===== config.mk =====
export PLATFORM = sky130hd
export DESIGN_NAME = ej32_rs_unit
export DESIGN_NICKNAME = d
export VERILOG_FILES = /design/src/rtl/ej32_pkg.sv /design/src/rtl/bram_dp.sv /design/src/rtl/ej32_rs_unit.sv
export SDC_FILE = /design/constraint.sdc
export NUM_CORES = 2
export LEC_CHECK = 0
export BUFFER_PORTS_ARGS = -buffer_cell sky130_fd_sc_hd__buf_2
export CORE_MARGIN = 3
export CORE_UTILIZATION = 39
export DETAILED_ROUTE_END_ITERATION = 8
export PLACE_DENSITY_LB_ADDON = 0.25
export REMOVE_ABC_BUFFERS = 1
export SYNTH_ARGS = -nofsm -noshare
export SYNTH_HDL_FRONTEND = slang
export SYNTH_SLANG_ARGS = --single-unit
export TNS_END_PERCENT = 1

===== constraint.sdc =====
create_clock -name clk -period 6.6 [get_ports clk]
set_input_delay 0 -clock clk [delete_from_list [all_inputs] [get_ports clk]]
set_output_delay 0 -clock clk [all_outputs]
set_load 0.005 [all_outputs]

===== src/rtl/ej32_pkg.sv =====
// Shared types and defaults for the ej32 return-stack unit.
package ej32_pkg;

  localparam int unsigned RS_DEPTH_DEF = 32;
  localparam int unsigned DSZ_DEF      = 32;
  localparam int unsigned RAM_AW       = 6;

  typedef enum logic [2:0] {
    rNOP  = 3'd0,
    rPUSH = 3'd1,
    rPOP  = 3'd2,
    rDEC  = 3'd3,
    rSET  = 3'd4
  } rs_op_t;

endpackage


===== src/rtl/bram_dp.sv =====
// Simple dual-port EBR model: one synchronous write port, one registered read port.
module bram_dp #(
  parameter int unsigned AW = 6,
  parameter int unsigned DW = 32
) (
  input  logic          wr_clk_i,
  input  logic          wr_en_i,
  input  logic [AW-1:0] wr_addr_i,
  input  logic [DW-1:0] wr_data_i,
  input  logic          rd_clk_i,
  input  logic          rd_en_i,
  input  logic [AW-1:0] rd_addr_i,
  output logic [DW-1:0] rd_data_o
);

  logic [DW-1:0] mem [2**AW];

  always_ff @(posedge wr_clk_i) begin
    if (wr_en_i) mem[wr_addr_i] <= wr_data_i;
  end

  always_ff @(posedge rd_clk_i) begin
    if (rd_en_i) rd_data_o <= mem[rd_addr_i];
  end

endmodule


===== src/rtl/ej32_rs_unit.sv =====
// Return-stack unit: top entry in register r, deeper entries in EBR clocked on ~clk
// so the next-below entry is already read out by the time the posedge pops it.
module ej32_rs_unit
  import ej32_pkg::*;
#(
  parameter  int unsigned RS_DEPTH = RS_DEPTH_DEF,
  parameter  int unsigned DSZ      = DSZ_DEF,
  localparam int unsigned DPW      = $clog2(RS_DEPTH + 1)
) (
  input  logic           clk,
  input  logic           rst,
  input  logic           rs_en,
  input  logic [2:0]     rs_op,
  input  logic [DSZ-1:0] d_i,
  output logic [DSZ-1:0] r_o,
  output logic [DPW-1:0] depth_o,
  output logic           zero_o,
  output logic           ovf_o,
  output logic           udf_o
);

  logic [DSZ-1:0]    r_q, r_nx;
  logic [DPW-1:0]    depth_q, depth_nx;
  logic              zero_q, ovf_q, ovf_nx, udf_q, udf_nx;
  logic              wr_en;
  logic [DPW-1:0]    wr_idx, rd_idx;
  logic [RAM_AW-1:0] wr_addr, rd_addr;
  logic [DSZ-1:0]    rd_data;
  logic              ram_clk;

  // Write slot is just below r; read slot is the entry a pop would promote.
  assign wr_idx  = depth_q - DPW'(1);
  assign rd_idx  = depth_q - DPW'(2);
  assign wr_addr = RAM_AW'(wr_idx);
  assign rd_addr = RAM_AW'(rd_idx);
  assign ram_clk = ~clk;

  // Command decoder; unknown encodings and rs_en low fall through as hold.
  always_comb begin
    r_nx     = r_q;
    depth_nx = depth_q;
    ovf_nx   = ovf_q;
    udf_nx   = udf_q;
    wr_en    = 1'b0;
    if (rs_en) begin
      case (rs_op_t'(rs_op))
        rPUSH: begin
          if (depth_q < DPW'(RS_DEPTH)) begin
            wr_en    = (depth_q != '0);
            r_nx     = d_i;
            depth_nx = depth_q + DPW'(1);
          end else begin
            ovf_nx = 1'b1;
          end
        end
        rPOP: begin
          if (depth_q == '0) begin
            udf_nx = 1'b1;
          end else begin
            r_nx     = (depth_q == DPW'(1)) ? '0 : rd_data;
            depth_nx = depth_q - DPW'(1);
          end
        end
        rDEC: begin
          if (depth_q == '0) udf_nx = 1'b1;
          else               r_nx   = r_q - DSZ'(1);
        end
        rSET: begin
          if (depth_q == '0) udf_nx = 1'b1;
          else               r_nx   = d_i;
        end
        default: ;
      endcase
    end
  end

  always_ff @(posedge clk) begin
    if (rst) begin
      r_q     <= '0;
      depth_q <= '0;
      zero_q  <= 1'b0;
      ovf_q   <= 1'b0;
      udf_q   <= 1'b0;
    end else begin
      r_q     <= r_nx;
      depth_q <= depth_nx;
      zero_q  <= (depth_nx != '0) && (r_nx == '0);
      ovf_q   <= ovf_nx;
      udf_q   <= udf_nx;
    end
  end

  bram_dp #(
    .AW (RAM_AW),
    .DW (DSZ)
  ) u_ram (
    .wr_clk_i  (ram_clk),
    .wr_en_i   (wr_en),
    .wr_addr_i (wr_addr),
    .wr_data_i (r_q),
    .rd_clk_i  (ram_clk),
    .rd_en_i   (1'b1),
    .rd_addr_i (rd_addr),
    .rd_data_o (rd_data)
  );

  a_no_ram_conflict: assert property (@(posedge clk) disable iff (rst)
    wr_en |-> (wr_addr != rd_addr));

  assign r_o     = r_q;
  assign depth_o = depth_q;
  assign zero_o  = zero_q;
  assign ovf_o   = ovf_q;
  assign udf_o   = udf_q;

endmodule


==> run metrics <==
hpwl dp=124.1 mm; CP Cell Sequence=buf_12 > buf_12 > buf_12 > mux4_2 > mux4_2 > a211oi_2 > a31oi_1; Mapped Area=81940 µm²; CTS buffer count=226; initial antenna violation count=10; CP Data Required Time=3.96 ns; Detailed Route WL=221.0 mm; Sink Count=2121; flop-to-flop setup slack=0.12 ns; CTS HTree Levels=4; status=complete, no violations; total core area=207900 µm²; most used cell, CP=buf_12; Initial Util=39.41%; Worst EP arrival=3.84 ns; CP startpoint=depth_o[0]$_SDFF_PP0_; total grt overflow=0; via count=48350; CP peak stage delay=0.57 ns; Final Hold Fails=0; cells after synthesis=3557; Seq/Total Area, Yosys=76.84%; Clock Tree Buf Depth=3; WHS=0.2426 ns; Ys Warns=0; CP Capture Type=register; RSZ-0062 raised after global routing=no; syn avg cell area=23.04 µm²; setup TNS=0 ns; first-pass GRT wire length=326.9 mm; ratio of cells with drive above 1 in the final layout=20.56%; EDFF count, synth=2048; worst-skew pair later-pin latency=0.87 ns; DR iter-0 viols=4747; vias in the first global route=53840; CTS clk-pin slew, worst paths=0.07 ns; Finished Core Util=51.32%; drt drc=0; CP Capture Point=u_ram.rd_data_o[29]$_DFF_N_; pre-CTS WS=-0.1409 ns; max-cap viol count=0; Placed Area=90710 µm²; Ports=79; GR Util All Layers=20.75%; largest net degree at the start of global routing=91; vias per cell=5.029; die height=464.4 µm; antenna viol nets, final=0; actual slew at the worst max-slew pin=1.280 ns; Worst Setup Slack, final=0.1238 ns; Worst setup SP type=register; drt pass-1 iters=8; Synth async-reset ratio=0%; clock skew=0.09208 ns; dominant synthesized flop cell=edfxtp_1; critical path class=reg -> reg; Final Instance Area=106700 µm²; gp weighted congestion=0.8978; die width=464.4 µm; maximum fanout along the worst path=19; PwrDens=320.9 nW/µm²; Root Buffer=clkbuf_16; Reg2Reg Depth=7; final slew viol count=0; RR Endpoint=u_ram.rd_data_o[29]$_DFF_N_; slowest CP cell=mux4_2; CTS tree=built; Synth-to-Final Area Change=30.22%; Routed WL per cell=22.99 µm; RR Startpoint=depth_o[0]$_SDFF_PP0_; P_leak=44.30 nW; Hold/Removal Path Class=in -> reg; Synth cell types=75; die footprint=215600 µm²; Final nets=6689; Final Setup Violations=0; PortBufs=78; Worst slew margin=13.99%; Worst VDD drop=0.0002731 V; total of flip-flops plus latches after synthesis=2121; row cnt=167
power breakdown:
group | switching (W) | internal (W)
sequential | 0.000146 | 0.0151
clock | 0.00858 | 0.00936
combinational | 0.000621 | 0.000477
total | 0.00935 | 0.0249
cells in the mapped netlist, types with 5 or more instances:
cell type,n,share of area (%)
or4_1,6,0.055
xor2_1,5,0.053
xnor2_1,9,0.096
nor3b_1,5,0.046
a31oi_1,30,0.23
nor2b_1,27,0.21
a211oi_1,29,0.27
a221o_1,6,0.073
or3_1,9,0.069
mux4_2,653,18
a21o_1,5,0.046
a21oi_1,42,0.26
nor2_1,96,0.44
o21ai_0,37,0.23
nand3_1,19,0.12
clkbuf_1,135,0.62
and2_1,6,0.046
a222oi_1,8,0.098
o21a_1,9,0.082
nor4_1,14,0.11
buf_2,8,0.049
ha_1,8,0.12
dfxtp_1,73,1.8
buf_1,54,0.25
nor3_1,22,0.13
o211ai_1,10,0.092
nand4_1,8,0.061
a221oi_1,5,0.053
inv_1,14,0.064
nand2_1,69,0.32
a22oi_1,6,0.055
edfxtp_1,2048,75
stage by stage:
| step | total power (W) | instances |
|---|---|---|
| after floorplan | 0.01819 | 3997 |
| after global placement | 0.01829 | 7077 |
| after detailed placement | 0.01831 | 7077 |
| after CTS | 0.03487 | 9612 |
| after global routing | 0.03671 | 9613 |
| final | 0.03424 | 9614 |
critical path, delay by kind of cell (launching register included):
kind / cells / cell delay, ns
AOI/OAI and AO/OA: 2 / 0.59
buffers and inverters: 3 / 0.74
DFF: 1 / 0.53
muxes: 2 / 1.08
state kept, by name, summed over array words and instances (netlist names):
signal and flops:
u_ram.mem 2048, depth_o 6, zero_o 1, u_ram.rd_data_o 32
r_o 32, ovf_o 1, udf_o 1
worst min-delay path by stage:
stage | startpoint | end | slack (ns) | cells after the start
after floorplan | rst | r_o[0]$_SDFF_PP0_ | 0.07 | 1
final | d_i[22] | r_o[22]$_SDFF_PP0_ | 0.24 | 5
after detailed placement | d_i[9] | r_o[9]$_SDFF_PP0_ | 0.40 | 3
after global routing | d_i[22] | r_o[22]$_SDFF_PP0_ | 0.23 | 5
after CTS | d_i[25] | r_o[25]$_SDFF_PP0_ | 0.20 | 5
after global placement | d_i[9] | r_o[9]$_SDFF_PP0_ | 0.39 | 3
layout by cell type, fill, tap and decap left out, types with 7 or more instances in the layout:
cell type      Yosys  final
inv_6              0      9
inv_1             14   2147
o21ai_0           37     37
nor3_1            22     22
inv_4              0     11
edfxtp_1        2048   2048
nand2_1           69     69
nor2_1            96     52
ha_1               8      7
nor4_1            14     14
buf_12             0     97
o21a_1             9      9
mux4_2           653    653
nor2b_1           27     27
o211ai_1          10     10
a222oi_1           8      8
buf_2              8     78
bufinv_16          0     33
nand3_1           19     19
a31oi_1           30     30
a211oi_1          29     26
dfxtp_2            0     32
a21oi_1           42     42
clkinvlp_2         0     53
dfxtp_1           73     39
clkinv_4           0      7
clkbuf_16          0    232
buf_4              0    117
nor2_4             0     44
dlygate4sd3_1      0     47
or3_1              9      9
conb_1             1    640
nand4_1            8      8
cells by family after synthesis:
| family | synth area share (%) |
|---|---|
| fa+ha+maj | 0.1222 |
| simple gates | 1.926 |
| compound gates | 1.939 |
| flops | 76.84 |
| mux | 18.01 |
| other cells | 0.004577 |
| xor+xnor | 0.1496 |
| buf+inv | 1.011 |
metal layers:
metal	wire length (µm)	global-route usage, %	part of all wire [%]	vias to the layer above
met5	0	0	0	-
met4	6819	10.71	3.1	0
met2	110300	32.41	50	1983
li1	-	-	-	20880
met3	15330	6.542	6.9	355
met1	88580	26.10	40	25130
cell type report:
class / instances / area, µm²
timing repair buffer: 339 / 3681
sequential: 2121 / 63010
clock buffer: 234 / 5823
inverter: 14 / 52.55
tap: 2788 / 3488
antenna: 2 / 5.005
clock inverter: 2255 / 9674
multi-input combinational: 1861 / 20970
fill: 17510 / 101200
what timing repair did:
item	in CTS	in global routing
gates resized for setup	1	2
buffers inserted	0	0
hold endpoints to repair	41	0
hold buffers	47	0
endpoints found under the setup margin	1	2
No activity file was read; power rests on OpenSTA's default activity.
